[src/rtl/fdiv_iter_if.sv]
// Operand/result handshake bundle for the iterative floating-point divider.
// The master side supplies operands and accepts results; the divider is the slave.
interface fdiv_iter_if #(
    parameter int N = 32
);
    logic         in_valid;
    logic         in_ready;
    logic [N-1:0] a;
    logic [N-1:0] b;
    logic         out_valid;
    logic         out_ready;
    logic [N-1:0] out;
    logic         flag_dz;
    logic         flag_inv;
    logic         flag_ovf;
    logic         flag_unf;

    modport master (
        output in_valid, a, b, out_ready,
        input  in_ready, out_valid, out, flag_dz, flag_inv, flag_ovf, flag_unf
    );

    modport slave (
        input  in_valid, a, b, out_ready,
        output in_ready, out_valid, out, flag_dz, flag_inv, flag_ovf, flag_unf
    );
endinterface

[src/rtl/fdiv_iter.sv]
// Multi-cycle IEEE-754 divider (N=32 or 64): radix-2 restoring mantissa division, RNE rounding,
// flush-to-zero on subnormal inputs and results. States: IDLE wait | CHECK classify | DIVIDE 1 bit/cycle | ROUND normalise+round | DONE hold result
module fdiv_iter #(
    parameter int N = 32
) (
    input  logic        clk,
    input  logic        rst,
    fdiv_iter_if.slave  bus
);
    localparam int EXP_LEN = (N == 64) ? 11 : 8;
    localparam int MAN_LEN = (N == 64) ? 52 : 23;
    localparam int Q       = MAN_LEN + 3;
    localparam int CW      = $clog2(Q);
    localparam int EW      = EXP_LEN + 2;
    localparam int RW      = MAN_LEN + 2;
    localparam int BIAS_I  = (1 << (EXP_LEN - 1)) - 1;

    localparam logic [EW-1:0] BIAS     = EW'(BIAS_I);
    localparam logic [EW-2:0] EMAX     = {1'b0, {EXP_LEN{1'b1}}};
    localparam logic [CW-1:0] CNT_INIT = CW'(Q - 1);

    localparam logic [2:0] IDLE   = 3'd0;
    localparam logic [2:0] CHECK  = 3'd1;
    localparam logic [2:0] DIVIDE = 3'd2;
    localparam logic [2:0] ROUND  = 3'd3;
    localparam logic [2:0] DONE   = 3'd4;

    logic [2:0]    state_q, state_d;
    logic [N-1:0]  a_q, a_d;
    logic [N-1:0]  b_q, b_d;
    logic [N-1:0]  out_q, out_d;
    logic [RW-1:0] rem_q, rem_d;
    logic [Q-1:0]  quo_q, quo_d;
    logic [EW-1:0] exp_q, exp_d;
    logic [CW-1:0] cnt_q, cnt_d;
    logic          dz_q, dz_d;
    logic          inv_q, inv_d;
    logic          ovf_q, ovf_d;
    logic          unf_q, unf_d;

    logic [EXP_LEN-1:0] ea, eb;
    logic [MAN_LEN-1:0] fa, fb;
    logic               a_zero, b_zero, a_inf, b_inf, a_nan, b_nan, is_nan;
    logic               res_sign;
    logic [N-1:0]       inf_val, zero_val, qnan_val;

    assign ea       = a_q[N-2:MAN_LEN];
    assign eb       = b_q[N-2:MAN_LEN];
    assign fa       = a_q[MAN_LEN-1:0];
    assign fb       = b_q[MAN_LEN-1:0];
    assign a_zero   = (ea == '0);
    assign b_zero   = (eb == '0);
    assign a_inf    = (&ea) && (fa == '0);
    assign b_inf    = (&eb) && (fb == '0);
    assign a_nan    = (&ea) && (fa != '0);
    assign b_nan    = (&eb) && (fb != '0);
    assign is_nan   = a_nan || b_nan || (a_zero && b_zero) || (a_inf && b_inf);
    assign res_sign = a_q[N-1] ^ b_q[N-1];
    assign inf_val  = {res_sign, {EXP_LEN{1'b1}}, {MAN_LEN{1'b0}}};
    assign zero_val = {res_sign, {(N-1){1'b0}}};
    assign qnan_val = {1'b0, {EXP_LEN{1'b1}}, 1'b1, {(MAN_LEN-1){1'b0}}};

    // One restoring step: the remainder never reaches 2*mb, so the shift loses nothing.
    logic [RW-1:0] mb_ext, rem_sub;
    logic          rem_ge;

    assign mb_ext  = {1'b0, 1'b1, fb};
    assign rem_ge  = (rem_q >= mb_ext);
    assign rem_sub = rem_ge ? (rem_q - mb_ext) : rem_q;

    logic               q_msb, guard, sticky, round_up, frac_carry;
    logic [MAN_LEN-1:0] frac_raw, frac_rnd;
    logic [EW-1:0]      e_norm, e_rnd;
    logic               ovf_c, unf_c;

    assign q_msb    = quo_q[Q-1];
    assign frac_raw = q_msb ? quo_q[Q-2:2] : quo_q[Q-3:1];
    assign guard    = q_msb ? quo_q[1] : quo_q[0];
    assign sticky   = (q_msb && quo_q[0]) || (rem_q != '0);
    assign round_up = guard && (sticky || frac_raw[0]);
    // The hidden bit is always 1 here, so a carry out of the fraction is a carry out of the significand.
    assign {frac_carry, frac_rnd} = {1'b0, frac_raw} + {{MAN_LEN{1'b0}}, round_up};
    assign e_norm   = exp_q - {{(EW-1){1'b0}}, ~q_msb};
    assign e_rnd    = e_norm + {{(EW-1){1'b0}}, frac_carry};
    assign ovf_c    = !e_rnd[EW-1] && (e_rnd[EW-2:0] >= EMAX);
    assign unf_c    = e_rnd[EW-1] || (e_rnd == '0);

    always_comb begin
        state_d = state_q;
        a_d     = a_q;
        b_d     = b_q;
        out_d   = out_q;
        rem_d   = rem_q;
        quo_d   = quo_q;
        exp_d   = exp_q;
        cnt_d   = cnt_q;
        dz_d    = dz_q;
        inv_d   = inv_q;
        ovf_d   = ovf_q;
        unf_d   = unf_q;
        case (state_q)
            IDLE: begin
                if (bus.in_valid) begin
                    a_d     = bus.a;
                    b_d     = bus.b;
                    state_d = CHECK;
                end
            end
            CHECK: begin
                state_d = DONE;
                if (is_nan) begin
                    out_d = qnan_val;
                    inv_d = 1'b1;
                end else if (a_inf) begin
                    out_d = inf_val;
                end else if (b_inf) begin
                    out_d = zero_val;
                end else if (b_zero) begin
                    out_d = inf_val;
                    dz_d  = 1'b1;
                end else if (a_zero) begin
                    out_d = zero_val;
                end else begin
                    rem_d   = {1'b0, 1'b1, fa};
                    quo_d   = '0;
                    exp_d   = {2'b00, ea} - {2'b00, eb} + BIAS;
                    cnt_d   = CNT_INIT;
                    state_d = DIVIDE;
                end
            end
            DIVIDE: begin
                rem_d = rem_sub << 1;
                quo_d = {quo_q[Q-2:0], rem_ge};
                if (cnt_q == '0) begin
                    state_d = ROUND;
                end else begin
                    cnt_d = cnt_q - 1'b1;
                end
            end
            ROUND: begin
                state_d = DONE;
                ovf_d   = ovf_c;
                unf_d   = !ovf_c && unf_c;
                if (ovf_c) begin
                    out_d = inf_val;
                end else if (unf_c) begin
                    out_d = zero_val;
                end else begin
                    out_d = {res_sign, e_rnd[EXP_LEN-1:0], frac_rnd};
                end
            end
            DONE: begin
                if (bus.out_ready) begin
                    state_d = IDLE;
                    dz_d    = 1'b0;
                    inv_d   = 1'b0;
                    ovf_d   = 1'b0;
                    unf_d   = 1'b0;
                end
            end
            default: state_d = IDLE;
        endcase
    end

    always_ff @(posedge clk or posedge rst) begin
        if (rst) begin
            state_q <= IDLE;
            a_q     <= '0;
            b_q     <= '0;
            out_q   <= '0;
            rem_q   <= '0;
            quo_q   <= '0;
            exp_q   <= '0;
            cnt_q   <= '0;
            dz_q    <= 1'b0;
            inv_q   <= 1'b0;
            ovf_q   <= 1'b0;
            unf_q   <= 1'b0;
        end else begin
            state_q <= state_d;
            a_q     <= a_d;
            b_q     <= b_d;
            out_q   <= out_d;
            rem_q   <= rem_d;
            quo_q   <= quo_d;
            exp_q   <= exp_d;
            cnt_q   <= cnt_d;
            dz_q    <= dz_d;
            inv_q   <= inv_d;
            ovf_q   <= ovf_d;
            unf_q   <= unf_d;
        end
    end

    assign bus.in_ready  = (state_q == IDLE);
    assign bus.out_valid = (state_q == DONE);
    assign bus.out       = out_q;
    assign bus.flag_dz   = dz_q;
    assign bus.flag_inv  = inv_q;
    assign bus.flag_ovf  = ovf_q;
    assign bus.flag_unf  = unf_q;
endmodule
[src/flat_wrapper.sv]
// flat-port wrapper written by rule: the top's interface ports become plain ports
module fdiv_iter_flat 
#(
    parameter int N = 32
)
  (clk, rst, bus_in_valid, bus_a, bus_b, bus_out_ready, bus_in_ready, bus_out_valid, bus_out, bus_flag_dz, bus_flag_inv, bus_flag_ovf, bus_flag_unf);
  fdiv_iter_if #(.N(N)) bus_i ();
  input  logic clk;
  input  logic rst;
  input wire logic [$bits(bus_i.in_valid)-1:0] bus_in_valid;
  input wire logic [$bits(bus_i.a)-1:0] bus_a;
  input wire logic [$bits(bus_i.b)-1:0] bus_b;
  input wire logic [$bits(bus_i.out_ready)-1:0] bus_out_ready;
  output wire logic [$bits(bus_i.in_ready)-1:0] bus_in_ready;
  output wire logic [$bits(bus_i.out_valid)-1:0] bus_out_valid;
  output wire logic [$bits(bus_i.out)-1:0] bus_out;
  output wire logic [$bits(bus_i.flag_dz)-1:0] bus_flag_dz;
  output wire logic [$bits(bus_i.flag_inv)-1:0] bus_flag_inv;
  output wire logic [$bits(bus_i.flag_ovf)-1:0] bus_flag_ovf;
  output wire logic [$bits(bus_i.flag_unf)-1:0] bus_flag_unf;
  assign bus_i.in_valid = bus_in_valid;
  assign bus_i.a = bus_a;
  assign bus_i.b = bus_b;
  assign bus_i.out_ready = bus_out_ready;
  assign bus_in_ready = bus_i.in_ready;
  assign bus_out_valid = bus_i.out_valid;
  assign bus_out = bus_i.out;
  assign bus_flag_dz = bus_i.flag_dz;
  assign bus_flag_inv = bus_i.flag_inv;
  assign bus_flag_ovf = bus_i.flag_ovf;
  assign bus_flag_unf = bus_i.flag_unf;
  fdiv_iter #(.N(N)) u_core (.clk(clk), .rst(rst), .bus(bus_i));
endmodule
[config.mk]
export PLATFORM = sky130hd
export DESIGN_NAME = fdiv_iter_flat
export DESIGN_NICKNAME = d
export VERILOG_FILES = /design/src/rtl/fdiv_iter_if.sv /design/src/rtl/fdiv_iter.sv /design/src/flat_wrapper.sv
export SDC_FILE = /design/constraint.sdc
export NUM_CORES = 1
export LEC_CHECK = 0
export CAP_MARGIN = 15
export CORE_UTILIZATION = 58
export DETAILED_ROUTE_END_ITERATION = 10
export HOLD_SLACK_MARGIN = 0.05
export PLACE_DENSITY_LB_ADDON = 0.12
export SLEW_MARGIN = 20
export SYNTH_ARGS = -nofsm -noshare
export SYNTH_HDL_FRONTEND = slang
export SYNTH_SLANG_ARGS = --single-unit
export TNS_END_PERCENT = 1
[constraint.sdc]
create_clock -name clk -period 16.45 [get_ports clk]
set_input_delay 3.29 -clock clk [delete_from_list [all_inputs] [get_ports clk]]
set_output_delay 3.29 -clock clk [all_outputs]
set_load 0.1 [all_outputs]
# Word-level counts from Yosys, hierarchy flattened
# Cells that the tools add are included.
# word_totals
reg_bits,169
in_bits,68
output_inout_bits,38
# classes
addsub,7
n_lt_le_gt_ge,2
eq_ne,16
mux,49
bitwise_logic,7
n_reduce_logical,43
# op_table
cell,n
two-way mux 32 bit,5
two-way mux 26 bit,5
two-way mux 25 bit,5
case mux 32 bit (2 select lines),1
two-way mux 31 bit,2
case mux 26 bit (2 select lines),1
case mux 25 bit (2 select lines),1
logical NOT 23 bit,2
nonzero test 23 bit,2
two-way mux 5 bit,6
greater-or-equal comparator 25 x 24 -> 1 bit,1
nonzero test 25 bit,1
adder 23 x 1 -> 24 bit,1
two-way mux 24 bit,1
two-way mux 3 bit,8
subtractor 24 bit,1
two-way mux 23 bit,1
AND reduction 6 bit,3
logical NOT 8 bit,2
"!= test 2 bit, second input constant",8
AND reduction 8 bit,2
case mux 3 bit (5 select lines),1
adder 10 x 1 -> 10 bit,1
"adder 10 x 7 -> 10 bit, second input constant",1
24 further kinds,62

# Longest topological paths before layout
# logic_depth
ltp_word,11
ltp_mapped,20
mapped_depth_nobuf,17

# Least setup slack after synthesis
# OpenSTA, ideal clock, no wires.
# synth_timing
path_type,register to output
start,reg u_core.state_q[2]
end,out bus_in_ready
t_arrival_ns,2.619
required_ns,13.160
setup_slack_ns,10.541
stages_incl_launch_ff,3
path_buffers,1
cell_sequence,dfrtp_1 clkbuf_1 nor3_1
# synth_between
elab_chain_cells,1
# synth_lines
element,line_no,source
start: declaration,fdiv_iter.sv:28,"logic [2:0] state_q, state_d;"
start signal: assignment,fdiv_iter.sv:180,state_q <= state_d;
logical NOT 3 bit,fdiv_iter.sv:195,assign bus.in_ready = (state_q == IDLE);
end: declaration,flat_wrapper.sv:14,output wire logic [$bits(bus_i.in_ready)-1:0] bus_in_ready;
# No other way between the ends.

# Worst setup path after layout
# layout_timing
start,reg u_core.state_q[1]
end,out bus_out_valid
# layout_between
elab_chain_cells,1
# layout_lines
element,line_no,source
equality test 3 bit,fdiv_iter.sv:196,assign bus.out_valid = (state_q == DONE);
end: declaration,flat_wrapper.sv:15,output wire logic [$bits(bus_i.out_valid)-1:0] bus_out_valid;
# No other way between the ends.

==> metrics.cfg <==
[status]
status=finished clean

[worst_setup_path]
cpPeakStageDelay_ns=1.13
endpoint_kind=output port
r2r_end=u_core.bus.out[16]
timing.rr.start=u_core.quo_q[25]
critical_path.top_delay_family=buffers and inverters
r2r_cells=19
crit_path_max_fanout=13
path_cells=nor2_1, nand2_1, inv_1, clkdlybuf4s50_1
setup.worst_path.start_class=flip-flop
cp_num_buf_inv=2
setup.worst_path.class=reg -> out
ff2ff_setup_slack_ns=11.34
cp.required_ns=13.16
crit_arrival_ns=2.50
slowest_stage=clkdlybuf4s50_1

[power]
clockPowerShare=0.153
pwr-share-seq=0.267
p_per_area_nw_per_um2=231
p_leak_uw=0.00509
switchingPower_uw=1280
p_int_uw=1450
power.total_uw=2730
swShare=0.469
pwr-share-comb=0.580
ir_worst_vdd_mv=0.147

[grt]
track_usage=0.278
grt.busiest_layer=met2
antenna_found_initial=0
met2_usage=0.436
grt_pass1_wl_um=39200
grt_util_met3=0.0323
grt_max_degree=95
grt_overflow=0
grt_pass1_vias=7801
grt_util_met1=0.394

[synthesis]
yosys_warnings=0
synthCells=1091
synth_fp_nets=1207
yosys-top-cells-count=dfrtp_1, nand2_1, o21ai_0, inv_1, a21oi_1
yosys.area.top_type=dfrtp_1
yosysMostFrequentCell=dfrtp_1
avgSynthCellArea_sq_um=9.19
synth-edff-count=0
synth.area.top_cells=dfrtp_1, nand2_1, ha_1, mux2_2, o21ai_0
yosysSeqAreaShare=0.422
syn-cell-area_sq_um=10000
async_reset_ff_frac=1.00
synth_top_area_share=0.422
ys_types=69
ys.flop_type=dfrtp_1
ys_ff_latch=169

[sta]
finalHoldViolations=0
skew_ns=0.00918
worst_pin_slew_ns=1.03
min_period_over_period=0.352
max_clock_freq_mhz=173
finalSetupViolCount=0
finalSetupTns_ns=0
slew_violations=0
relSlewSlack=0.310
rsz0062_at_grt=no
min_period_ns=5.79

[floorplan]
start_util=0.600
die_area_sq_um=17800
core_sq_um=16700
die_x_um=133
io_pins=106
die_y_um=133
rows=47

[detailed_routing]
via_count=8141
final_antenna_net_count=0
wire_per_inst_um=16.5
dr.first_iter.drc_count=578
vias_per_cell=5.80
dr.pass1.iters=5
drc_errors=0
wl_um=23100

[hold_path]
hold_class=reg -> reg
hold_path_depth=2
min_from=u_core.bus.out[30]
holdPathEnd=u_core.bus.out[30]

[clock_tree]
cts_tree=done
ctsHoldBuffers=0
clk_pin_slew_ns=0.06
cts.path.max_buffers=2
clock_sinks=169
cts_resized=0
cts_buffers=17
cts_root_buf=clkbuf_16
post_cts_buffers=0
worst_skew_pair.late_latency_ns=0.43
h-tree-depth=4

[cells_and_area]
num-nets-final=1287
synthToLayoutAreaGrowth_pct=18.0
seq_area_sq_um=4230
nFillCells=1372
drive_gt1_frac=0.0760
multi_input_comb_area_sq_um=5360
stdcell_count=1404
antennaDiodeCount=0

[placed_design]
dp.cells=1372
io_buffers=105
dp_hpwl_um=16700
place_congestion=0.880

[flow_run]
cap_violations=0

-- power groups by stage --
stage / Clock (uW) / Sequential, uW / Combinational (uW)
2_1_floorplan: 0 / 776 / 1180
3_3_place_gp: 0 / 725 / 1530
3_5_place_dp: 0 / 730 / 1560
4_1_cts: 422 / 726 / 1580
5_1_grt: 438 / 751 / 1750
6_report: 417 / 729 / 1580
-- placed cells by master, fill, tap and decap left out, types with 36 or more instances in the layout --
cell / synthesis / layout
a21oi_1: 54 / 54
o21ai_0: 76 / 76
clkdlybuf4s50_1: 0 / 105
inv_1: 62 / 61
nor2_1: 48 / 47
xnor2_1: 37 / 37
dfrtp_1: 169 / 169
mux2_2: 36 / 36
ha_1: 45 / 45
nand2_1: 155 / 155
-- how the worst max path moves through the flow --
stage	start	to	slack, ns	cells after the start
detailed placement	rst	u_core.quo_q[2]	10.97	3
CTS	u_core.state_q[1]	bus_out_valid	10.65	4
global route	u_core.state_q[1]	bus_out_valid	10.54	4
finish	u_core.state_q[1]	bus_out_valid	10.66	4
floorplan	rst	u_core.a_q[0]	8.58	1
global placement	rst	u_core.quo_q[8]	11.00	3
-- sequential cells by signal, indices dropped and copies added (netlist names), 3 cells and up --
register / flops
u_core.a_q: 32
u_core.b_q: 32
u_core.bus.out: 32
u_core.cnt_q: 5
u_core.exp_q: 10
u_core.quo_q: 26
u_core.rem_q: 25
u_core.state_q: 3
-- layout make-up --
class	count	share of cell area
Clock inverter	13	0.0141
Inverter	64	0.0207
Sequential cell	169	0.357
Tap cell	220	0.0233
Multi-Input combinational cell	806	0.453
Timing Repair Buffer	113	0.0942
Clock buffer	19	0.0374
-- logic make-up after synthesis --
family	synth area share
buffers and inverters	0.0468
AOI/OAI and AO/OA	0.185
DFF	0.422
adders and majority gates	0.0621
xor gates and xnor gates	0.0568
and+or+nand+nor	0.160
muxes	0.0676
-- worst min-delay path, stage by stage (launching register included) --
cell,delay (ns)
dfrtp_1,0.34
a21oi_1,0.06
nand2_1,0.06
-- stage by stage --
| stage | area [sq um] | utilization | setup slack (ns) | hold WS [ns] |
|---|---|---|---|---|
| final | 11800 | 0.708 | 10.66 | 0.490 |
| after detailed placement | 11200 | 0.672 | 10.97 | 0.479 |
| after global placement | 11200 | 0.672 | 11.00 | 0.466 |
| after floorplan | 10000 | - | 8.58 | 0.468 |
| after CTS | 11800 | 0.708 | 10.65 | 0.494 |
| after global routing | 11800 | 0.708 | 10.54 | 0.515 |
-- routing by layer --
layer  vias to the layer above  wire length (um)
met5                         -                 0
met4                         0               602
met3                        30               830
met2                       207             10600
met1                      3871             11100
li1                       4033                 -
No activity file was read; power rests on OpenSTA's default activity.
